File: config.mk
export PLATFORM = sky130hd
export DESIGN_NAME = s2p_deserializer
export DESIGN_NICKNAME = d
export VERILOG_FILES = /design/src/rtl/s2p_deserializer_pkg.sv /design/src/rtl/s2p_bit_counter.sv /design/src/rtl/s2p_deserializer.sv
export SDC_FILE = /design/constraint.sdc
export NUM_CORES = 1
export LEC_CHECK = 0
export CORE_UTILIZATION = 25
export CTS_CLUSTER_DIAMETER = 50
export DETAILED_ROUTE_END_ITERATION = 10
export HOLD_SLACK_MARGIN = 0.12
export PLACE_DENSITY = 0.43
export SLEW_MARGIN = 15
export SYNTH_ARGS = -nofsm -noshare
export SYNTH_HDL_FRONTEND = slang
export SYNTH_HIERARCHICAL = 1
export SYNTH_SLANG_ARGS = --single-unit
File: constraint.sdc
create_clock -name clk -period 1.95 [get_ports clk]
set_input_delay 0.195 -clock clk [delete_from_list [all_inputs] [get_ports clk]]
set_output_delay 0.195 -clock clk [all_outputs]
set_load 0.03 [all_outputs]
File: src/rtl/s2p_deserializer_pkg.sv
// Shared constants and helpers for the S2P serial-to-parallel datapath.
package s2p_deserializer_pkg;

    localparam int   S2P_DEFAULT_WIDTH = 8;
    localparam logic S2P_PARITY_SENSE  = 1'b1;

    function automatic int s2p_cnt_width(input int width);
        return $clog2(width + 1);
    endfunction

    // The word plus its parity bit must XOR to the parity sense.
    function automatic logic s2p_par_err(input logic [31:0] word, input logic par_bit);
        return ((^word) ^ par_bit) != S2P_PARITY_SENSE;
    endfunction

endpackage

File: src/rtl/s2p_bit_counter.sv
// Bit position counter for the S2P deserializer; pulses complete on the terminal-count strobe.
module s2p_bit_counter #(
    parameter int TERMINAL = 7,
    parameter int CW       = 4
) (
    input  logic clk,
    input  logic rst,
    input  logic bit_en,
    input  logic sync,
    output logic complete
);

    logic [CW-1:0] count_r;

    // A sync edge never completes a word, even at terminal count.
    assign complete = bit_en && !sync && (count_r == CW'(TERMINAL));

    // Counter: sync restarts the frame, counting the sync-edge bit if strobed.
    always_ff @(posedge clk) begin
        if (rst) begin
            count_r <= CW'(0);
        end else if (sync) begin
            count_r <= bit_en ? CW'(1) : CW'(0);
        end else if (bit_en) begin
            if (count_r == CW'(TERMINAL)) begin
                count_r <= CW'(0);
            end else begin
                count_r <= count_r + CW'(1);
            end
        end else begin
            count_r <= count_r;
        end
    end

endmodule

File: src/rtl/s2p_deserializer.sv
// Serial-to-parallel deserializer with a one-word valid/ready holding register.
// Optional odd-parity checking is built when S2P_PARITY_EN is defined.
module s2p_deserializer
    import s2p_deserializer_pkg::*;
#(
    parameter int WIDTH     = S2P_DEFAULT_WIDTH,
    parameter bit MSB_FIRST = 1'b1
) (
    input  logic             clk,
    input  logic             rst,
    input  logic             serial_in,
    input  logic             bit_en,
    input  logic             sync,
    output logic [WIDTH-1:0] data_out,
    output logic             data_valid,
    input  logic             data_ready,
    output logic             overflow,
    input  logic             ovf_clr,
    output logic             par_err
);

`ifdef S2P_PARITY_EN
    localparam int TERMINAL = WIDTH;
`else
    localparam int TERMINAL = WIDTH - 1;
`endif
    localparam int CW = s2p_cnt_width(WIDTH);

    logic [WIDTH-1:0] shift_r;
    logic [WIDTH-1:0] shift_base_s;
    logic [WIDTH-1:0] shift_next_s;
    logic [WIDTH-1:0] word_s;
    logic             par_err_s;
    logic             complete_s;
    logic             free_s;

    s2p_bit_counter #(
        .TERMINAL (TERMINAL),
        .CW       (CW)
    ) u_bit_counter (
        .clk      (clk),
        .rst      (rst),
        .bit_en   (bit_en),
        .sync     (sync),
        .complete (complete_s)
    );

    // Next shift contents and the assembled word for a completing edge.
    always_comb begin
        shift_base_s = sync ? {WIDTH{1'b0}} : shift_r;
        if (MSB_FIRST) begin
            shift_next_s = {shift_base_s[WIDTH-2:0], serial_in};
        end else begin
            shift_next_s = {serial_in, shift_base_s[WIDTH-1:1]};
        end
`ifdef S2P_PARITY_EN
        word_s    = shift_r;
        par_err_s = s2p_par_err(32'(shift_r), serial_in);
`else
        word_s    = shift_next_s;
        par_err_s = 1'b0;
`endif
    end

    assign free_s = !data_valid || data_ready;

    // Shift register: cleared on completion so each frame starts empty.
    always_ff @(posedge clk) begin
        if (rst) begin
            shift_r <= {WIDTH{1'b0}};
        end else if (complete_s) begin
            shift_r <= {WIDTH{1'b0}};
        end else if (bit_en) begin
            shift_r <= shift_next_s;
        end else if (sync) begin
            shift_r <= {WIDTH{1'b0}};
        end else begin
            shift_r <= shift_r;
        end
    end

    // Holding register, handshake and sticky overflow (a drop beats ovf_clr).
    always_ff @(posedge clk) begin
        if (rst) begin
            data_out   <= {WIDTH{1'b0}};
            data_valid <= 1'b0;
            overflow   <= 1'b0;
            par_err    <= 1'b0;
        end else begin
            if (complete_s && free_s) begin
                data_out   <= word_s;
                data_valid <= 1'b1;
                par_err    <= par_err_s;
            end else if (data_valid && data_ready) begin
                data_valid <= 1'b0;
            end else begin
                data_valid <= data_valid;
            end

            if (complete_s && !free_s) begin
                overflow <= 1'b1;
            end else if (ovf_clr) begin
                overflow <= 1'b0;
            end else begin
                overflow <= overflow;
            end
        end
    end

endmodule
==> reports/results.ini <==
[status]
status=completed

[critical_path]
path_max_fanout=9
crit_chain=ha_1 > nand3b_1 > nor3b_1 > inv_1 > o21ai_0 > a21oi_1
cp_slowest_cell=dfxtp_1
startpoint_type=register
cp-end-kind=register
reg2regPathDepth=6
cp_num_cells=6
max_stage_delay_ps=380
path_buf_inv=1
arrival_ps=1820
required_ps=2150
critPathKind=reg2reg
cpLargestDelayFamily=simple AND/OR/NAND/NOR gates

[timing]
finalCritPeriodShare_pct=83.1
setup_slack_ps=329
rsz0062_at_grt=no
tns_ps=0
drv_slew=0
fin_skew_ps=6.01
min_period_ps=1620
hold_violations=0
fmax_mhz=617
finalSetupViolCount=0

[synthesis]
synth_top_area_share_pct=46.1
synthFlopType=dfxtp_1
synthTopCellsByArea=dfxtp_1, mux2i_1, nand4b_1
yosys_warnings=6
synth_most_common_cell=dfxtp_1
yosys.area.top_type=dfxtp_1
synth_edf_count=0
synth_seq_cells=21
syn-num-nets=100
synthDistinctLibCells=30
seq_area_frac_synth_pct=46.1
synthesis.area_um2=912
synth_async_sr_flop_share_pct=0
syn_area_per_cell_um2=9.91
synthCells=92
synth_common_cells=dfxtp_1, a21oi_1, o21ai_0

[clocking]
clk_latency_ps=300
clockRootBuffer=clkbuf_4
clkSinkCount=21
cts_setup_buffers=0
clk_pin_slew_ps=120
cts_tree=built
cts_buffers=3
cts_resized=0
cts_max_path_buffers=2
htree_levels=1
cts_hold_buffers=0

[worst_hold_path]
min_path_type=reg2reg
worstHoldPathCells=2

[die]
num_rows=21
die_h_um=62.4
initial_core_util_pct=26.7
io_pins=18
die_w_um=62.4
core_area_um2=3420
die_area_um2=3890

[drt]
wl_met3_um=62
drc=0
m1WireLength_um=888
num_vias=713
drtAntennaViolNets=0
viasPerCell=4.60
wl_met2_um=965
drtIter0Drc=21
routed.top_layer=met4
drt_first_pass_iters=4
wl_per_cell_um=12.4
drt_wl_total_mm=1.93

[final_layout]
final_area_um2=1140
n_antenna_cell=0
fin_cells=155
area_growth_pct=25.2
nets=118
layout-drive-gt1-share_pct=13.8

[grt]
grt_max_degree=16
grt_pass1_wl_mm=3.28
antenna_found_initial=0
overflow=0
grt_pass1_vias=754
track_usage_pct=10.4

[placed_design]
hpwl_mm=1.43
place_congestion=0.701
dpl.cell_count=151
place_worst_setup_slack_ps=321
portBuffers=16
dpl_cell_area_um2=1110

[power]
p_per_area_nw_per_um2=616
p_leak_nw=0.393
ir_drop_v=0.000366

[run]
max_cap_viol_count=0

report_power, final:
part | internal, W | switching [W]
registers | 0.000433 | 0.00000351
clock network | 0.0000765 | 0.000133
logic | 0.0000283 | 0.0000289
final timing paths:
path | startpoint | to | slack [ps]
max | u_bit_counter/count_r[0] | data_out[0] | 330
min | data_out[7] | data_out[7] | 480
max reg2reg | u_bit_counter/count_r[0] | data_out[0] | 330
min reg2reg | data_out[7] | data_out[7] | 480
layout make-up:
type / instances / area, µm²
Clock buffer: 3 / 22.5
Clock inverter: 1 / 5.00
Fill cell: 378 / 2270
Inverter: 1 / 3.75
Multi-Input combinational cell: 63 / 443
Sequential cell: 21 / 420
Tap cell: 46 / 57.6
Timing Repair Buffer: 20 / 190
kinds of logic after synthesis:
kind of cell | after synthesis | share of synthesized area (%)
buf+inv | 8 | 5.35
flops | 21 | 46.1
mux | 8 | 8.92
fa+ha+maj | 1 | 1.37
simple gates | 31 | 24.0
other cells | 1 | 0.411
compound gates | 22 | 13.9
worst reg2reg max path: stages (launching register included):
cell      delay [ps]
dfxtp_1          380
ha_1             230
nand3b_1         120
nor3b_1          300
inv_1            210
o21ai_0          210
a21oi_1           80
flip-flops by register name, summed over array words and instances, names as in the netlist:
signal                 cells
data_out                   8
data_valid                 1
overflow                   1
shift_r                    7
u_bit_counter/count_r      4
through the flow:
step / util [%] / total power [W] / hold slack (ps)
final: 33.4 / 0.000703 / 482
after CTS: 33.4 / 0.000716 / 484
after global routing: 33.4 / 0.000738 / 506
after detailed placement: 32.6 / 0.000504 / 467
after floorplan: - / 0.000480 / 260
after global placement: 32.6 / 0.000504 / 462
placed cells by master (no fill, tap or decap), types with 2 or more instances in the layout:
master and n:
nor2_2 6, clkdlybuf4s50_1 16, nor3b_1 4, a21oi_1 11, nand3b_1 2, clkbuf_4 3
buf_4 4, o21ai_0 8, mux2i_1 7, nand4b_1 7, nor3_1 2, dfxtp_1 21
layer usage:
metal  vias to the layer above  track usage [%]
met1                       334             12.0
met3                         2             3.83
met5                         -                0
met4                         0            0.872
met2                        10             18.8
li1                        367                -
(Power assumes the default switching activity.)
==> variant 1: new RTL, same flow settings <==
Set the package constant `S2P_DEFAULT_WIDTH` to 12 (it was 8).
--- a/src/rtl/s2p_deserializer_pkg.sv
+++ b/src/rtl/s2p_deserializer_pkg.sv
@@ -2,5 +2,5 @@
 package s2p_deserializer_pkg;
 
-    localparam int   S2P_DEFAULT_WIDTH = 8;
+    localparam int   S2P_DEFAULT_WIDTH = 12;
     localparam logic S2P_PARITY_SENSE  = 1'b1;
 
Ports: changed (resized data_out); port bits go from 18 to 22. No check against the original RTL was run, so the function may have changed too.
==> variant 1 against the original RTL <==
- the flow now finishes with violations (design-rule violations)
- sequential power is 37% higher
- routed wire length is 39% higher
- first-iteration DRC count is 48% higher
- clock skew hardly changed
- non-clock buffer count is 4 higher
- cell area is 33% higher
- setup slack worse by 0.070 ns
- sequential cell count is 8 higher
- power is 60% higher
- via count is 35% higher
- clock power is 120% higher
- synthesized area is 31% higher
- final cell count is 29% higher
==> variant 1: results (changes against the original RTL) <==
status = finished with violations (was complete, no violations)
failing checks = design-rule violations
Iter 0 DRT Violations = 31 (was 21)
Static Leakage = 0.530 nW (was 0.393 nW)
synth warn = 6 (unchanged)
post-synth cell types = 27 (was 30)
vias per std cell = 4.81 (was 4.60)
Synth Flop Type = dfxtp_1 (unchanged)
WL final = 2680 um (was 1930 um)
share of cells above drive strength 1 = 8.78% (was 13.8%)
DP Wirelength = 1840 um (was 1430 um)
post-CTS sizing = 0 (unchanged)
RePlAce Congestion = 0.688 (was 0.701)
f_max = 591 MHz (was 617 MHz)
# fillers = 475 (was 378)
initial antenna violation count = 0 (unchanged)
Critical Path AT = 1.90 ns (was 1.82 ns)
Ant. Diodes = 0 (unchanged)
Synth top cells by count = 29 x dfxtp_1, 17 x a21oi_1, 12 x mux2i_1, 12 x nor2_1, 11 x nand4b_1 (was 21 x dfxtp_1, 11 x a21oi_1, 8 x o21ai_0)
Routed Antenna Nets = 0 (unchanged)
worst min path class = reg2reg (unchanged)
DR WL/cell = 13.4 um (was 12.4 um)
post-synthesis sequential area ratio = 48.5% (was 46.1%)
GRT Util Overall = 11.7% (was 10.4%)
Synth area leaders = dfxtp_1 48%, mux2i_1 10%, nand4b_1 8.0%, a21oi_1 7.1%, nor2_1 3.8% (was dfxtp_1 46%, mux2i_1 7.7%, nand4b_1 6.7%, a21oi_1 6.0%, o21ai_0 4.4%)
syn avg cell area = 9.50 sq um (was 9.91 sq um)
Post-Synthesis Net Count = 134 (was 100)
largest net degree at the start of global routing = 20 (was 16)
total CTS buffers = 5 (was 3)
CP Max Fanout = 16 (was 9)
placed cells = 192 (was 151)
asr flop ratio synth = 0% (unchanged)
postcts setup bufs = 0 (unchanged)
Worst Skew = 0.00640 ns (was 0.00601 ns)
clk_lat worst skew = 0.28 ns (was 0.30 ns)
Layout Nets = 155 (was 118)
Worst IR Drop VDD = 273 uV (was 366 uV)
vias in the first global route = 906 (was 754)
Port Buffer Count = 20 (was 16)
area of placed instances = 1430 sq um (was 1110 sq um)
Residual DRC = 2 (was 0)
clock tree buffer depth = 2 (unchanged)
clock root buffer = clkbuf_8 (was clkbuf_4)
Reg clk slew, reported paths = 0.06 ns (was 0.12 ns)
first-pass GRT wire length = 4420 um (was 3280 um)
Top Registers = data_out: 12 flops, shift_r: 11 flops, u_bit_counter/count_r: 4 flops (was data_out: 8 flops, shift_r: 7 flops, u_bit_counter/count_r: 4 flops)
DRT Pass-1 Iters = 7 (was 4)
Max H-tree Level = 2 (was 1)
[variant 1: logic make-up (layout without fill, tap and decap cells)]
kind of cell / Yosys count / in the layout / synth area share (%)
buffers and inverters: 11 / 33 / 5.22
DFF: 29 / 29 / 48.5
AOI/OAI and AO/OA: 33 / 33 / 14.6
other: 1 / 1 / 0.313
muxes: 12 / 12 / 10.0
adders and majority gates: 1 / 1 / 1.04
and+or+nand+nor: 39 / 39 / 20.3
[variant 1: worst paths after layout]
path                            startpoint           to  slack [ns]  cells past startpoint
setup / recovery  u_bit_counter/count_r[0]   shift_r[5]        0.26                      6
hold / removal                 data_out[3]  data_out[3]        0.48                      2
setup reg to reg  u_bit_counter/count_r[0]   shift_r[5]        0.26                      6
hold reg to reg                data_out[3]  data_out[3]        0.48                      2
[variant 1: where the power goes]
group / internal, mW / total (mW) / switching, mW
Combinational: 0.0291 / 0.0597 / 0.0306
Clock: 0.246 / 0.469 / 0.222
Sequential: 0.596 / 0.600 / 0.00359
[variant 1: layout make-up]
cell class / count / area, sq um / share of cell area [%]
Clock buffer: 6 / 72.6 / 4.79
Clock inverter: 2 / 10.0 / 0.660
Inverter: 1 / 3.75 / 0.248
Multi-Input combinational cell: 86 / 554 / 36.6
Sequential cell: 29 / 581 / 38.3
Tap cell: 52 / 65.1 / 4.29
Timing Repair Buffer: 24 / 230 / 15.2
[variant 1: worst max-delay path: stages (launching register included)]
cell	delay, ns
dfxtp_1	0.34
ha_1	0.24
nand3b_1	0.12
nor3b_1	0.06
buf_4	0.18
or3_1	0.51
nor2_1	0.16
[variant 1: layer usage]
| layer | share of wire [%] | global-route usage [%] | wire length [um] | vias to the layer above |
|---|---|---|---|---|
| li1 | - | - | - | 489 |
| met1 | 49 | 15.0 | 1300 | 455 |
| met2 | 46 | 17.1 | 1240 | 16 |
| met3 | 4.3 | 5.27 | 116 | 2 |
| met4 | 0.49 | 4.67 | 13 | 0 |
| met5 | 0 | 0 | 0 | - |
[variant 1: stage by stage]
stage | hold WS (ns) | power (mW) | setup WS [ns] | utilization, %
finish | 0.476 | 1.13 | 0.259 | 33.9
CTS | 0.477 | 1.15 | 0.245 | 33.9
global placement | 0.466 | 0.672 | 0.292 | 32.0
floorplan | 0.260 | 0.649 | 0.247 | -
global route | 0.495 | 1.19 | 0.101 | 33.9
detailed placement | 0.468 | 0.673 | 0.263 | 32.0
==> variant 2: new RTL, config.mk and constraints unchanged <==
Without the edit above. Make the reset (`rst`) asynchronous in 3 clocked blocks.
--- a/src/rtl/s2p_bit_counter.sv
+++ b/src/rtl/s2p_bit_counter.sv
@@ -17,5 +17,5 @@
 
     // Counter: sync restarts the frame, counting the sync-edge bit if strobed.
-    always_ff @(posedge clk) begin
+    always_ff @(posedge clk or posedge rst) begin
         if (rst) begin
             count_r <= CW'(0);
--- a/src/rtl/s2p_deserializer.sv
+++ b/src/rtl/s2p_deserializer.sv
@@ -66,5 +66,5 @@
 
     // Shift register: cleared on completion so each frame starts empty.
-    always_ff @(posedge clk) begin
+    always_ff @(posedge clk or posedge rst) begin
         if (rst) begin
             shift_r <= {WIDTH{1'b0}};
@@ -81,5 +81,5 @@
 
     // Holding register, handshake and sticky overflow (a drop beats ovf_clr).
-    always_ff @(posedge clk) begin
+    always_ff @(posedge clk or posedge rst) begin
         if (rst) begin
             data_out   <= {WIDTH{1'b0}};
Check against the original RTL: differs if rst is asserted again (counterexample within 10 cycles, from zero or initial values and one cycle with rst high); with rst held inactive, the same outputs for 10 cycles.
==> variant 2 against the original RTL <==
- routed wire length down 11%
- cell area rose by 8.5%
- largest power group unchanged
- critical endpoint is now data_out[1]
- synthesized area is 8.2% higher
- power grew 17%
- sequential power is 4.6% higher
- setup slack got worse by 0.058 ns
- clock skew decreased by 0.00061 ns
- sequential share of layout area rose by 5.6 points
- sequential cell count stayed put
==> variant 2: results (changes against the original RTL) <==
DRT Pass-1 Iters = 4 (unchanged)
met3 wire length = 70 um (was 62 um)
status = complete, no violations (unchanged)
post-synthesis mux area share = 19.1% (was 8.92%)
Max H-tree Level = 1 (unchanged)
Synth area leaders = dfrtp_1 53%, mux2i_1 8.1%, mux2_2 8.0%, and2b_1 4.6%, nor2_1 3.4% (was dfxtp_1 46%, mux2i_1 7.7%, nand4b_1 6.7%, a21oi_1 6.0%, o21ai_0 4.4%)
Layout Nets = 107 (was 118)
TNS Setup = 0 ns (unchanged)
Post-Synthesis Net Count = 88 (was 100)
Iter 0 DRT Violations = 11 (was 21)
area of placed instances = 1190 sq um (was 1110 sq um)
clk_lat worst skew = 0.26 ns (was 0.30 ns)
Worst IR Drop VDD = 192 uV (was 366 uV)
worst min path class = in2async (was reg2reg)
postcts setup bufs = 0 (unchanged)
pre-CTS setup slack = 0.250 ns (was 0.321 ns)
initial antenna violation count = 0 (unchanged)
Via Count = 605 (was 713)
met2 WL = 711 um (was 965 um)
# fillers = 388 (was 378)
logic gate share of total power = 9.4% (was 8.1%)
share of cells above drive strength 1 = 18.4% (was 13.8%)
P_clk = 0.291 mW (was 0.210 mW)
post-synth cell types = 26 (was 30)
post-CTS sizing = 0 (unchanged)
synth warn = 6 (unchanged)
CP Max Fanout = 8 (was 9)
RePlAce Congestion = 0.649 (was 0.701)
DR WL/cell = 11.7 um (was 12.4 um)
complex-gate fraction of the synthesized area = 3.17% (was 13.9%)
Post-Synth Adder-Cell Area = 1.27% (was 1.37%)
first-pass GRT wire length = 2990 um (was 3280 um)
met1 wire length = 889 um (was 888 um)
Worst Skew = 0.00540 ns (was 0.00601 ns)
asr flop ratio synth = 100% (was 0%)
post-synthesis sequential area ratio = 53.2% (was 46.1%)
Static Leakage = 0.610 nW (was 0.393 nW)
Synth top cells by count = 21 x dfrtp_1, 9 x nor2_1, 8 x mux2i_1 (was 21 x dfxtp_1, 11 x a21oi_1, 8 x o21ai_0)
Synth Area in XOR/XNOR = 0% (unchanged)
GRT Util Overall = 9.62% (was 10.4%)
Net Sw Power = 0.199 mW (was 0.165 mW)
vias in the first global route = 656 (was 754)
DP Wirelength = 1150 um (was 1430 um)
Worst Tran Pin Value = 0.652 ns
Port Buffer Count = 16 (unchanged)
Ant. Diodes = 0 (unchanged)
largest net degree at the start of global routing = 18 (was 16)
Reg clk slew, reported paths = 0.08 ns (was 0.12 ns)
clock root buffer = clkbuf_8 (was clkbuf_4)
-- variant 2: cell count changes after synthesis, sizes merged, moves of 2 or more --
cell,delta
o21ai,-8
dfxtp,-21
a21oi,-10
nor2b,+2
mux2,+8
nor2,+2
nor3b,-3
dfrtp,+21
nand4b,-6
and2b,+5
inv,+3
buf,-2
nand2,+2
-- variant 2: critical path, stage by stage (launching register included) --
cell and delay (ns):
dfrtp_1 0.41, ha_1 0.26, nand4b_1 0.13, nor2_1 0.28, nand2_4 0.16, mux2_4 0.32
-- variant 2: final timing paths --
kind                                               start                        to  slack [ns]  cells after the start
worst max-delay path            u_bit_counter/count_r[0]               data_out[1]        0.27                      5
worst min-delay path                                 rst  u_bit_counter/count_r[1]        0.14                      2
worst max register to register  u_bit_counter/count_r[0]               data_out[1]        0.27                      5
worst min register to register               data_out[7]               data_out[7]        0.51                      1
max in group asynchronous                            rst                  overflow        1.18                      2
min in group clk                                 ovf_clr                  overflow        0.51                      2
-- variant 2: layout make-up --
| class | count | share of cell area (%) |
|---|---|---|
| sequential | 21 | 42.4 |
| tap | 48 | 4.84 |
| multi-input combinational | 51 | 33.7 |
| clock inverter | 1 | 0.404 |
| timing repair buffer | 18 | 14.1 |
| clock buffer | 3 | 3.33 |
| inverter | 4 | 1.21 |
-- variant 2: through the flow --
step           power [mW]  hold WS (ns)  util, %  cells
2_1_floorplan       0.516       -0.0389        -     80
6_report            0.826         0.142     33.4    146
3_5_place_dp        0.545         0.425     32.1    142
5_1_grt             0.869         0.166     33.4    146
3_3_place_gp        0.545         0.435     32.1    142
4_1_cts             0.838         0.146     33.4    146
-- variant 2: routing by layer --
metal	vias to the layer above	global-route usage, %
li1	300	-
met1	284	12.6
met2	17	14.1
met3	4	2.46
met4	0	5.83
met5	-	0
